[src/rtl/ext_mem_arb_pkg.sv]
// rtl/ext_mem_arb_pkg.sv - shared state type and default sizes for the external memory arbiter
package ext_mem_arb_pkg;

  typedef enum logic {
    IDLE   = 1'b0,
    ACCESS = 1'b1
  } arb_state_e;

  localparam int DEF_ADDR_W         = 32;
  localparam int DEF_DATA_W         = 32;
  localparam int DEF_TIMEOUT_CYCLES = 255;

endpackage

[src/rtl/rr_arbiter.sv]
// rtl/rr_arbiter.sv - combinational round-robin pick, searching upward from last_grant+1
module rr_arbiter #(
  parameter int N     = 2,
  parameter int IDX_W = (N > 1) ? $clog2(N) : 1
) (
  input  logic [N-1:0]     req_i,
  input  logic [IDX_W-1:0] last_grant_i,
  output logic [N-1:0]     grant_o,
  output logic [IDX_W-1:0] grant_idx_o,
  output logic             any_grant_o
);

  logic [IDX_W-1:0] idx;

  always_comb begin
    grant_o     = '0;
    grant_idx_o = '0;
    any_grant_o = 1'b0;
    idx         = '0;
    // off = N wraps back to last_grant itself, so a lone re-requester still wins
    for (int off = 1; off <= N; off++) begin
      idx = IDX_W'((int'(last_grant_i) + off) % N);
      if (!any_grant_o && req_i[idx]) begin
        any_grant_o  = 1'b1;
        grant_idx_o  = idx;
        grant_o[idx] = 1'b1;
      end
    end
  end

endmodule

[src/rtl/ext_mem_arbiter_32.sv]
// rtl/ext_mem_arbiter_32.sv - round-robin arbiter for the shared external memory port; ARB_TIMEOUT_EN adds access timeout abort
module ext_mem_arbiter_32
  import ext_mem_arb_pkg::*;
#(
  parameter int NUM_REQ        = 2,
  parameter int ADDR_W         = DEF_ADDR_W,
  parameter int DATA_W         = DEF_DATA_W,
  parameter int TIMEOUT_CYCLES = DEF_TIMEOUT_CYCLES
) (
  input  logic                      clk,
  input  logic                      rst_n,
  input  logic [NUM_REQ-1:0]        req_valid,
  input  logic [NUM_REQ-1:0]        req_write,
  input  logic [NUM_REQ*ADDR_W-1:0] req_addr,
  input  logic [NUM_REQ*DATA_W-1:0] req_wdata,
  output logic [NUM_REQ-1:0]        req_ready,
  output logic [NUM_REQ-1:0]        rsp_valid,
  output logic [DATA_W-1:0]         rsp_rdata,
  output logic                      rsp_error,
  output logic [ADDR_W-1:0]         ext_addr,
  output logic [DATA_W-1:0]         ext_wdata,
  input  logic [DATA_W-1:0]         ext_rdata,
  output logic                      ext_mem_read,
  output logic                      ext_mem_write,
  output logic                      ext_mem_enable,
  input  logic                      ext_mem_ready
);

  localparam int IDX_W = $clog2(NUM_REQ);

  if (NUM_REQ < 2 || NUM_REQ > 8 || TIMEOUT_CYCLES < 1 || TIMEOUT_CYCLES > 65535) begin : g_param_check
    $error("ext_mem_arbiter_32: parameter out of range");
  end

  arb_state_e          state_q, state_d;
  logic [IDX_W-1:0]    last_grant_q, last_grant_d;
  logic [ADDR_W-1:0]   addr_q, addr_d;
  logic [DATA_W-1:0]   wdata_q, wdata_d;
  logic                wr_q, wr_d;
  logic [NUM_REQ-1:0]  rsp_valid_q, rsp_valid_d;
  logic [DATA_W-1:0]   rdata_q, rdata_d;
  logic                err_q, err_d;
  logic [NUM_REQ-1:0]  grant;
  logic [IDX_W-1:0]    grant_idx;
  logic                any_grant;
  logic                tmo;

  rr_arbiter #(.N(NUM_REQ), .IDX_W(IDX_W)) u_rr (
    .req_i        (req_valid),
    .last_grant_i (last_grant_q),
    .grant_o      (grant),
    .grant_idx_o  (grant_idx),
    .any_grant_o  (any_grant)
  );

`ifdef ARB_TIMEOUT_EN
  localparam int CNT_W = (TIMEOUT_CYCLES > 255) ? 16 : 8;
  logic [CNT_W-1:0] cnt_q;

  // counter holds the number of stalled ACCESS cycles before this one
  assign tmo = (state_q == ACCESS) && !ext_mem_ready && (cnt_q == CNT_W'(TIMEOUT_CYCLES - 1));

  always_ff @(posedge clk or negedge rst_n) begin
    if (!rst_n)                  cnt_q <= '0;
    else if (state_q == IDLE)    cnt_q <= '0;
    else if (!ext_mem_ready)     cnt_q <= cnt_q + 1'b1;
  end
`else
  assign tmo = 1'b0;
`endif

  always_ff @(posedge clk or negedge rst_n) begin
    if (!rst_n) begin
      state_q      <= IDLE;
      last_grant_q <= IDX_W'(NUM_REQ - 1);
      addr_q       <= '0;
      wdata_q      <= '0;
      wr_q         <= 1'b0;
      rsp_valid_q  <= '0;
      rdata_q      <= '0;
      err_q        <= 1'b0;
    end else begin
      state_q      <= state_d;
      last_grant_q <= last_grant_d;
      addr_q       <= addr_d;
      wdata_q      <= wdata_d;
      wr_q         <= wr_d;
      rsp_valid_q  <= rsp_valid_d;
      rdata_q      <= rdata_d;
      err_q        <= err_d;
    end
  end

  always_comb begin
    state_d      = state_q;
    last_grant_d = last_grant_q;
    addr_d       = addr_q;
    wdata_d      = wdata_q;
    wr_d         = wr_q;
    rsp_valid_d  = '0;
    rdata_d      = rdata_q;
    err_d        = 1'b0;
    case (state_q)
      IDLE: begin
        if (any_grant) begin
          state_d      = ACCESS;
          last_grant_d = grant_idx;
          addr_d       = req_addr[int'(grant_idx)*ADDR_W +: ADDR_W];
          wdata_d      = req_wdata[int'(grant_idx)*DATA_W +: DATA_W];
          wr_d         = req_write[grant_idx];
        end
      end
      ACCESS: begin
        if (ext_mem_ready || tmo) begin
          state_d                   = IDLE;
          rsp_valid_d[last_grant_q] = 1'b1;
          rdata_d                   = (wr_q || tmo) ? '0 : ext_rdata;
          err_d                     = tmo;
        end
      end
      default: state_d = IDLE;
    endcase
  end

  always_comb begin
    req_ready      = (state_q == IDLE && rst_n) ? grant : '0;
    ext_mem_enable = (state_q == ACCESS);
    ext_mem_read   = ext_mem_enable & ~wr_q;
    ext_mem_write  = ext_mem_enable & wr_q;
    ext_addr       = addr_q;
    ext_wdata      = wdata_q;
    rsp_valid      = rsp_valid_q;
    rsp_rdata      = rdata_q;
    rsp_error      = err_q;
  end

endmodule

[config.mk]
export PLATFORM = sky130hd
export DESIGN_NAME = ext_mem_arbiter_32
export DESIGN_NICKNAME = d
export VERILOG_FILES = /design/src/rtl/ext_mem_arb_pkg.sv /design/src/rtl/rr_arbiter.sv /design/src/rtl/ext_mem_arbiter_32.sv
export SDC_FILE = /design/constraint.sdc
export NUM_CORES = 1
export LEC_CHECK = 0
export BUFFER_PORTS_ARGS = -buffer_cell sky130_fd_sc_hd__buf_2
export CORE_AREA = 2 2 104 106
export DETAILED_ROUTE_END_ITERATION = 10
export DIE_AREA = 0 0 106 108
export PLACE_DENSITY = 0.8
export SYNTH_ARGS = -nofsm -noshare
export SYNTH_HDL_FRONTEND = slang
export SYNTH_SLANG_ARGS = --single-unit
[constraint.sdc]
create_clock -name clk -period 2.2 [get_ports clk]
set_input_delay 0.66 -clock clk [delete_from_list [all_inputs] [get_ports clk]]
set_output_delay 0.66 -clock clk [all_outputs]
set_load 0.02 [all_outputs]
==> results.md, run 1 <==
* Y dimension of the die at 108 um
* Number of different library cells in the post-synthesis netlist at 22
* Synth cell count leaders: 163 x nand2_1, 100 x dfrtp_1, 66 x nor2_1
* Total congestion overflow at 0
* Share of Yosys cell area claimed by the top area cell type at 55.6%
* RSZ-0062 raised after global routing: false
* Fin crit share at 95.4%
* Wire length of the first global-routing pass at 19.9 mm
* Initial standard-cell utilization of the core at 44.0%
* Inserted Diodes at 0
* DRC marker count from the first detailed-route iteration at 324
* Clock transition at the register clock pins on the worst setup and hold paths after CTS at 90 ps
* Arrival @ worst endpoint at 1440 ps
* Post-Synthesis Net Count at 680
* Buffers and inverters on the worst path at 1
* Sum of net half-perimeters after detailed placement at 9.30 mm
* Number of nets in the finished design at 930
* Highest ir drop seen on vdd at 405 uV
* Number of buffers inserted by port buffering at 269
* Via count of the first global-routing pass at 4310
* Post-synth top flop: dfrtp_1
* Result of the run: finished clean
* Gate Count Post-Synth at 513
* Area Overhead vs Synth at 36.9%
* Maximum number of pins on one net before global-route repair at 99
* Total of cells resized after clock tree synthesis at 0
* Number of flip-flops and latches in the synthesized netlist at 101
* Number of nets with antenna violations after routing at 0
* Largest cells by area after synthesis: dfrtp_1 56%, nand2_1 14%, a31oi_1 9.0%
* Layout cell share with drive strength beyond 1 at 39.1%
* Number of top-level pins at 271
* Final setup violating endpoints at 0
* Kind of end point of the critical path: output port
* Max Clk Rate at 476 MHz
* CP Max Fanout at 6
* Cell chosen for the clock root: clkbuf_8
* Critical path start-end classification: reg -> out
* Average cell area after synthesis at 8.77 um^2
* Largest stage delay, worst path at 610 ps
* Post-layout power at 5.99 mW
* Post-synth EDFFs at 0
* Syn Std Cell Area at 4500 um^2
* Clk Latency, worst-skew pair at 360 ps
* DRC violation count after routing at 0
* Sum of negative setup slack at 0 ps
* Sequence of cells on the critical path: nand2b_1 -> and4b_1 -> buf_2
* Post-layout minimum cycle time at 2100 ps
* Setup bufs post-CTS at 0
* GRT Resource Usage Total at 21.6%
* Most repeated cell in the gate-level netlist after synthesis: nand2_1
* Final Skew at 18.7 ps
* Chip width at 106 um
* Slowest stage cell on the critical path: dfstp_2
* Hold violation total from the final report at 0
* Family with the most delay on the worst path: flip-flops
* Cell type contributing the most total cell area after synthesis: dfrtp_1
* Relative slew slack at 55.5%
* Total number of placement rows at 37
* H-tree lvl count at 3
* Routed WL at 12.6 mm
* Clock tree from TritonCTS: yes
* WL/cell at 14.0 um
* TritonCTS Sinks at 101
* Critical Path Source Type: flip-flop
* Asr flop ratio synth at 100%
* Max-slew violation count at 0
* Core Util, Final at 60.2%
* Slew at the pin with the worst max-slew slack at 668 ps
* Total number of yosys warnings at 0
* Number of buffers inserted for hold repair after clock tree synthesis at 0
* Required time of the worst setup path at 1540 ps
* Fillcell total at 912
* Hold WC Path Type: in -> async
* Power density cells at 972 nW/um^2
* Maximum clock path buffer count at 2
* Overall via count from detail_route at 4415
* Drt via density at 4.88
* Part of the Yosys area used for sequential elements at 56.2%
* Area of the die at 11400 um^2
* Max-cap viol count at 0
* Core box area at 10200 um^2
* DRT Pass-1 Iters at 4
* Leak at 3.15 nW
* Antenna violations before repair at 0
* Last weighted congestion value of the routability-driven placer at 0.831
* Clock buffers created by TritonCTS at 9
==> path summary, 6_finish.rpt <==
kind | from | end | slack (ps) | depth (start not counted)
worst max-delay path | flip-flop | req_ready[0] | 100 | 3
worst min-delay path | rst_n | ext_mem_enable | 110 | 1
worst max register to register | flip-flop | ext_wdata[18] | 430 | 4
worst min register to register | rsp_rdata[17] | rsp_rdata[17] | 490 | 2
max in group asynchronous | rst_n | ext_wdata[29] | 1340 | 2
min in group clk | rsp_rdata[17] | rsp_rdata[17] | 490 | 2
==> per-layer routing <==
metal / GRT usage (%) / wire (um) / vias to the layer above
met5: 0 / 0 / -
met1: 25.5 / 5180 / 2043
met4: 8.08 / 222 / 0
met3: 4.70 / 861 / 19
li1: - / - / 2180
met2: 38.6 / 6360 / 173
==> registers in the layout, indices dropped and copies added (netlist names), named ones only <==
signal,flops
rsp_rdata,32
ext_addr,32
wr_q,1
ext_mem_enable,1
rsp_valid,2
ext_wdata,32
==> area by class of cell <==
class / instances / area (um^2) / share of cell area [%]
repair buffers: 279 / 1470 / 23.9
clock inverters: 6 / 111 / 1.81
inverters: 1 / 3.75 / 0.0609
well taps: 136 / 170 / 2.76
clock buffers: 10 / 128 / 2.07
multi-input cells: 371 / 1740 / 28.3
flip-flops and latches: 101 / 2530 / 41.1
==> cell families (layout without fill, tap and decap cells) <==
logic type	after synthesis	count (layout)	synth area share (%)
buffers and inverters	41	296	5.34
DFF	101	101	56.2
and+or+nand+nor	267	267	24.5
AOI/OAI and AO/OA	103	103	13.9
other	1	1	0.0834
==> power by group <==
group          total, mW  switching [mW]  internal, mW
registers           2.54           0.256          2.28
clock network       1.39           0.632         0.757
logic               2.06            1.30         0.758
==> cells in the final DEF, fill, tap and decap left out, drive strengths merged, types with 2 or more instances in the layout <==
master    n
a31oi    65
buf     279
bufinv    3
clkbuf   10
clkinv    2
dfrtp   100
nand2   163
nand2b   33
nor2     66
o21ai    34
==> stage by stage <==
step	instance area [um^2]	hold WS, ps	cells	setup WS, ps
after floorplan	4500	364	513	165
after global routing	6160	91.5	904	36.4
final	6160	109	904	101
after detailed placement	5920	469	888	120
after CTS	6160	87.7	904	73.4
after global placement	5920	459	888	145
Note: power is estimated with default switching activity, not from simulation.
==> run 2, diff against run 1 <==
--- a/config.mk
+++ b/config.mk
@@ -11,5 +11,6 @@
 export DIE_AREA = 0 0 106 108
-export PLACE_DENSITY = 0.8
+export PLACE_DENSITY = 0.85
 export SYNTH_ARGS = -nofsm -noshare
 export SYNTH_HDL_FRONTEND = slang
+export SYNTH_HIERARCHICAL = 1
 export SYNTH_SLANG_ARGS = --single-unit
==> constraint.sdc (replaced) <==
create_clock -name clk -period 2.2 [get_ports clk]
set_input_delay 0.11 -clock clk [delete_from_list [all_inputs] [get_ports clk]]
set_output_delay 0.11 -clock clk [all_outputs]
set_load 0.02 [all_outputs]
==> run 2 against run 1 <==
  * Die area did not move
  * Cell count fell by 18%
  * Via count fell by 18%
  * Non-clock buffer count fell by 1
  * Area after synthesis rose by 11%
  * Critical endpoint is now ext_addr[7]
  * Highest routed layer unchanged
==> results.md, run 2 <==
* Most repeated cell in the gate-level netlist after synthesis: mux2_2
* RSZ-0062 raised after global routing: false
* WHS Path Cells at 3
* Number of nets in the finished design at 768 (-17%)
* Clock transition at the register clock pins on the worst setup and hold paths after CTS at 100 ps (about the same)
* Total number of yosys warnings at 6 (+6)
* Critical path start-end classification: reg -> reg
* Antenna violations before repair at 1 (+1)
* Cell chosen for the clock root: clkbuf_8
* H-tree lvl count at 3 (unchanged)
* Core box area at 10200 um^2 (unchanged)
* Cell type contributing the most total cell area after synthesis: dfrtp_1
* Highest ir drop seen on vdd at 659 uV (+62%)
* Critical hold path startpoint: ext_rdata[4]
* Post-Synthesis Net Count at 500 (-26%)
* Syn Std Cell Area at 4970 um^2 (+11%)
* Number of nets with antenna violations after routing at 0 (unchanged)
* Worst reg2reg path startpoint: last_grant_q
* Total of cells resized after clock tree synthesis at 0 (unchanged)
* Post-layout minimum cycle time at 1800 ps (-294 ps)
* Maximum number of pins on one net before global-route repair at 67 (-32%)
* Cell-internal power at 5.15 mW (+36%)
* Relative slew slack at 50.9% (-4.5 points)
* Max-cap viol count at 0 (unchanged)
* Gate Count Post-Synth at 333 (-35%)
* Result of the run: finished clean
* Slew at the pin with the worst max-slew slack at 736 ps (+68.1 ps)
* Capture endpoint of the worst hold path: rsp_rdata[4]
* Share of Yosys cell area claimed by the top area cell type at 50.3% (-5.3 points)
* GRT Resource Usage Total at 21.3% (-0.26 points)
* Power density cells at 1230 nW/um^2 (+26%)
* Number of top-level pins at 271 (unchanged)
* Total congestion overflow at 0 (unchanged)
* Number of different library cells in the post-synthesis netlist at 22 (unchanged)
* Leak at 3.49 nW (+11%)
* Worst-case reg-to-reg path depth at 4 (unchanged)
* Share of total power in the clock network at 17.6% (-5.6 points)
* Hold violation total from the final report at 0 (unchanged)
* TritonCTS Sinks at 101 (unchanged)
* Y dimension of the die at 108 um (unchanged)
* DRC violation count after routing at 0 (unchanged)
* Layout cell share with drive strength beyond 1 at 75.6% (+37 points)
* Synth cell count leaders: 124 x mux2_2, 100 x dfrtp_1, 39 x mux2_4
* Sequential group share of total power at 37.4% (-5.0 points)
* Core Util, Final at 65.7% (+5.5 points)
* Last weighted congestion value of the routability-driven placer at 0.775 (-6.7%)
* Final setup violating endpoints at 0 (unchanged)
* WL/cell at 16.3 um (+17%)
* Kind of end point of the critical path: flip-flop
* Average cell area after synthesis at 14.9 um^2 (+70%)
* Critical Path Source Type: flip-flop
* Maximum clock path buffer count at 2 (unchanged)
* Clock buffers created by TritonCTS at 9 (unchanged)
* Fin crit share at 82.0% (-13 points)
* DRC marker count from the first detailed-route iteration at 90 (-72%)
* Hold WC Path Type: in -> reg
* Initial standard-cell utilization of the core at 48.6% (+4.6 points)
* Highest-count cells in the layout ignoring fill and taps: 268 x buf_2, 124 x mux2_2, 100 x dfrtp_1
* Part of the Yosys area used for sequential elements at 50.8% (-5.4 points)
* Total number of placement rows at 37 (unchanged)
* Net switching share of the total power at 37.6% (+1.0 points)
* DRT Pass-1 Iters at 4 (unchanged)
* Reported net switching power at 3.10 mW (+42%)
* Setup bufs post-CTS at 0 (unchanged)
* Max-slew violation count at 0 (unchanged)
* Chip width at 106 um (unchanged)
* Wire length of the first global-routing pass at 19.1 mm (-4.0%)
* Area Overhead vs Synth at 35.1%
* Number of buffers inserted by port buffering at 269 (unchanged)
* Clk Latency, worst-skew pair at 360 ps (about the same)
* Reg2Reg Capture Point: ext_addr[7]
* Worst reg2reg setup slack at 400 ps (-30 ps)
* Comb pwr share at 44.9% (+11 points)
* Required time of the worst setup path at 2450 ps (+910 ps)
* CP Max Fanout at 66 (+60)
* Routed WL at 12.1 mm (-3.8%)
* Sum of negative setup slack at 0 ps (unchanged)
* Max Clk Rate at 554 MHz (+16%)
* Via count of the first global-routing pass at 3976 (-7.7%)
* Area of the die at 11400 um^2 (unchanged)
* Largest cells by area after synthesis: dfrtp_1 50%, mux2_2 28%, mux2_4 12%
* Arrival @ worst endpoint at 2050 ps (+610 ps)
* Clock tree from TritonCTS: yes
* Asr flop ratio synth at 100% (unchanged)
* Drt via density at 4.89 (+0.17%)
* Post-synth EDFFs at 0 (unchanged)
* Overall via count from detail_route at 3635 (-18%)
* Sum of net half-perimeters after detailed placement at 9.31 mm (+0.14%)
* Post-synth top flop: dfrtp_1
* Number of flip-flops and latches in the synthesized netlist at 101 (unchanged)
* Final Skew at 8.08 ps (-10.6 ps)
* Most common library cell in the layout ignoring fill and taps: buf_2
-- run 2: stage by stage --
step	total power [mW]	instance area, um^2	hold slack, ps	setup WS [ps]	instances
2_1_floorplan	5.52	4970	-186	524	333
3_3_place_gp	6.72	6440	250	501	724
3_5_place_dp	6.88	6440	262	425	724
4_1_cts	8.34	6720	69.7	408	742
5_1_grt	8.70	6720	70.6	345	743
6_report	8.25	6720	84.1	396	743
-- run 2: power by group through the flow --
stage               registers, mW  clock network (mW)  logic [mW]
floorplan                    4.06                   0        1.47
global placement             3.08                   0        3.64
detailed placement           3.13                   0        3.75
CTS                          3.10                1.49        3.75
global route                 3.20                1.57        3.94
finish                       3.09                1.45        3.71
-- run 2: timing repair --
item,4_1_cts,5_1_grt
endpoints found under the setup margin,0,0
hold buffers,2,0
endpoints found under the hold margin,101,0
-- run 2: layout make-up --
class                           count  area, um^2
Tap cell                          136         170
Fill cell                         797        3510
Sequential cell                   101        2530
Timing Repair Buffer              278        1450
Antenna cell                        1        2.50
Multi-Input combinational cell    209        2300
Clock buffer                       11         151
Inverter                            2        7.51
Clock inverter                      5         106
-- run 2: worst max path at each step --
stage,endpoint,from,cells after the start
3_5_place_dp,ext_addr[7],last_grant_q,4
5_1_grt,ext_mem_write,wr_q,3
4_1_cts,ext_addr[29],last_grant_q,4
6_report,ext_addr[7],last_grant_q,4
2_1_floorplan,ext_addr[30],last_grant_q,5
3_3_place_gp,ext_addr[15],last_grant_q,4
-- run 2: critical path, stage by stage (launching register included) --
cell	delay (ps)
dfstp_2	410
a21boi_4	180
buf_12	350
mux2_2	400
mux2_2	260
-- run 2: cells by family (layout without fill, tap and decap cells) --
kind of cell / Yosys count / in the layout / share of synthesized area (%)
AND/OR/NAND/NOR: 41 / 41 / 5.48
buffers and inverters: 23 / 296 / 3.14
multiplexers: 163 / 163 / 39.8
AO/OA/AOI/OAI: 4 / 4 / 0.604
other: 1 / 2 / 0.0754
flip-flops: 101 / 101 / 50.8
-- run 2: per-layer routing --
layer / part of all wire [%] / track usage [%] / vias up
met4: 2.7 / 10.2 / 0
li1: - / - / 1698
met2: 54 / 39.3 / 160
met3: 6.3 / 4.58 / 29
met1: 37 / 23.3 / 1748
met5: 0 / 0 / -
==> run 3, diff against run 2 <==
- CORE_AREA: 2 2 104 106 -> default
- CORE_ASPECT_RATIO: default -> 1.1
- CORE_UTILIZATION: default -> 45
- DIE_AREA: 0 0 106 108 -> default
- PLACE_DENSITY: 0.85 -> 0.8
- clock period: 2.2 -> 1.9 ns (I/O delays scaled with it)
==> run 3 against run 2 <==
  * Clock skew decreased by 0.94 ps
  * Highest routed layer unchanged
  * Non-clock buffer count unchanged
  * Combinational power increased by 17%
  * Critical path depth unchanged
  * Worst setup slack got worse by 210 ps
==> results.md, run 3 (synthesis results as in run 2) <==
* RSZ-0062 raised after global routing: false
* Fin crit share at 90.2% (+8.2 points)
* Most common library cell in the layout ignoring fill and taps: buf_2
* Number of buffers inserted by port buffering at 269 (unchanged)
* Sum of net half-perimeters after detailed placement at 9.11 mm (-2.2%)
* DRC violation count after routing at 0 (unchanged)
* WL/cell at 16.1 um (-1.8%)
* Total congestion overflow at 0 (unchanged)
* Clock buffers created by TritonCTS at 9 (unchanged)
* Worst reg2reg setup slack at 190 ps (-210 ps)
* Post-Place Cells at 732 (+1.1%)
* Reg2Reg Capture Point: ext_addr[21]
* Maximum number of pins on one net before global-route repair at 53 (-21%)
* Clock transition at the register clock pins on the worst setup and hold paths after CTS at 70 ps (-30 ps)
* Max-cap viol count at 0 (unchanged)
* Arrival @ worst endpoint at 1930 ps (-120 ps)
* Wire length of the first global-routing pass at 18.8 mm (-1.3%)
* Chip width at 102 um (-3.6%)
* Sequence of cells on the critical path: a21boi_4 -> buf_12 -> mux2_2 -> mux2_2
* Largest stage delay, worst path at 400 ps (about the same)
* Last weighted congestion value of the routability-driven placer at 0.845 (+9.0%)
* Max Clk Rate at 584 MHz (+5.3%)
* Clk Latency, worst-skew pair at 340 ps (-20 ps)
* Kind of end point of the critical path: flip-flop
* Capture endpoint of the worst hold path: rsp_valid[1]
* CP Max Fanout at 41 (-38%)
* Y dimension of the die at 112 um (+3.9%)
* WHS Path Cells at 2 (-1)
* Sequential group share of total power at 36.2% (-1.2 points)
* Via count of the first global-routing pass at 3915 (-1.5%)
* CP dominant cell by count: mux2_2
* Number of top-level pins at 271 (unchanged)
* Hold violation total from the final report at 0 (unchanged)
* Post-Layout Cell Count at 749 (+0.81%)
* Highest ir drop seen on vdd at 819 uV (+24%)
* Worst-case reg-to-reg path depth at 4 (unchanged)
* Reported net switching power at 3.62 mW (+17%)
* Share of total power in the clock network at 19.3% (+1.7 points)
* GRT Resource Usage Total at 21.3% (about the same)
* Setup bufs post-CTS at 0 (unchanged)
* Worst reg2reg path startpoint: last_grant_q
* Final setup violating endpoints at 0 (unchanged)
* Leak at 3.53 nW (+1.2%)
* Number of nets in the finished design at 768 (unchanged)
* Antenna violations before repair at 0 (-1)
* Slowest stage cell on the critical path: dfstp_2
* Drt via density at 4.90 (about the same)
* Area Overhead vs Synth at 37.0%
* H-tree lvl count at 3 (unchanged)
* Buffers and inverters on the worst path at 1 (unchanged)
* Critical Path Source Type: flip-flop
* Maximum clock path buffer count at 2 (unchanged)
* Inserted Diodes at 0 (-1)
* Initial standard-cell utilization of the core at 47.0% (-1.6 points)
* Final Skew at 7.14 ps (-0.938 ps)
* Critical hold path startpoint: ext_mem_ready
* Routed WL at 12.0 mm (-0.99%)
* Layout cell share with drive strength beyond 1 at 75.6% (unchanged)
* Required time of the worst setup path at 2120 ps (-330 ps)
* Max-slew violation count at 0 (unchanged)
* Family with the most delay on the worst path: multiplexers
* Overall via count from detail_route at 3668 (+0.91%)
* Hold WC Path Type: in -> reg
* Number of nets with antenna violations after routing at 0 (unchanged)
* Total number of placement rows at 39 (+5.4%)
* TritonCTS Sinks at 101 (unchanged)
* Clock tree from TritonCTS: yes
* Cell chosen for the clock root: clkbuf_16
* Highest-count cells in the layout ignoring fill and taps: 268 x buf_2, 124 x mux2_2, 100 x dfrtp_1
* Result of the run: finished clean
* Comb pwr share at 44.5% (-0.4 points)
* DRT Pass-1 Iters at 4 (unchanged)
* Power density cells at 1440 nW/um^2 (+17%)
* Sum of negative setup slack at 0 ps (unchanged)
* DRC marker count from the first detailed-route iteration at 95 (+5.6%)
* Critical path start-end classification: reg -> reg
* Post-layout minimum cycle time at 1710 ps (-90.8 ps)
* Cell-internal power at 6.17 mW (+20%)
* Net switching share of the total power at 37.0% (-0.62 points)
* Core box area at 10600 um^2 (+3.5%)
* Area of the die at 11500 um^2 (+0.25%)
run 3: changes by cell type in the layout (fill, tap and decap cells not counted):
cell / delta
diode_2: -1
dlygate4sd3_1: -1
bufinv_16: -2
clkbuf_16: +9
clkinv_2: +1
buf_4: -2
buf_12: +3
clkbuf_1: +1
clkbuf_8: -8
clkinv_4: -1
run 3: stage by stage:
| stage | worst slack, ps | cell area [um^2] | utilization [%] | power, mW | hold WS [ps] |
|---|---|---|---|---|---|
| after CTS | 171 | 6810 | 64.4 | 9.91 | 35.5 |
| after global placement | 253 | 6490 | 61.3 | 7.82 | 17.1 |
| final | 187 | 6810 | 64.4 | 9.79 | 43.4 |
| after detailed placement | 173 | 6490 | 61.3 | 8.00 | 23.2 |
| after global routing | 120 | 6810 | 64.4 | 10.3 | 36.2 |
| after floorplan | 224 | 4970 | - | 6.40 | -201 |
run 3: how the worst max path moves through the flow:
stage	startpoint	slack [ps]	cells past startpoint	endpoint
floorplan	last_grant_q	220	5	ext_addr[30]
global placement	last_grant_q	250	4	ext_addr[9]
detailed placement	last_grant_q	170	4	ext_addr[21]
CTS	last_grant_q	170	4	ext_addr[21]
global route	last_grant_q	120	4	ext_addr[21]
finish	last_grant_q	190	4	ext_addr[21]
run 3: power groups by stage:
stage	Sequential [mW]	Clock [mW]	Combinational [mW]
2_1_floorplan	4.70	0	1.70
6_report	3.55	1.89	4.35
4_1_cts	3.56	1.93	4.41
3_5_place_dp	3.59	0	4.40
5_1_grt	3.67	2.00	4.63
3_3_place_gp	3.53	0	4.29
run 3: what timing repair did:
action                    in CTS  in global routing
gates resized for setup        0                  0
hold buffers                   1                  0
hold endpoints to repair      20                  0
run 3: layer usage:
metal	wire length (um)	track usage, %
met1	4530	23.2
met2	6460	38.8
met3	630	3.61
met4	396	11.0
met5	0	0
run 3: area by class of cell:
| type | instances | area, um^2 |
|---|---|---|
| clock buffer | 13 | 270 |
| clock inverter | 3 | 42.5 |
| fill | 834 | 3770 |
| inverter | 2 | 7.51 |
| multi-input combinational | 209 | 2300 |
| sequential | 101 | 2530 |
| tap | 143 | 179 |
| timing repair buffer | 278 | 1480 |
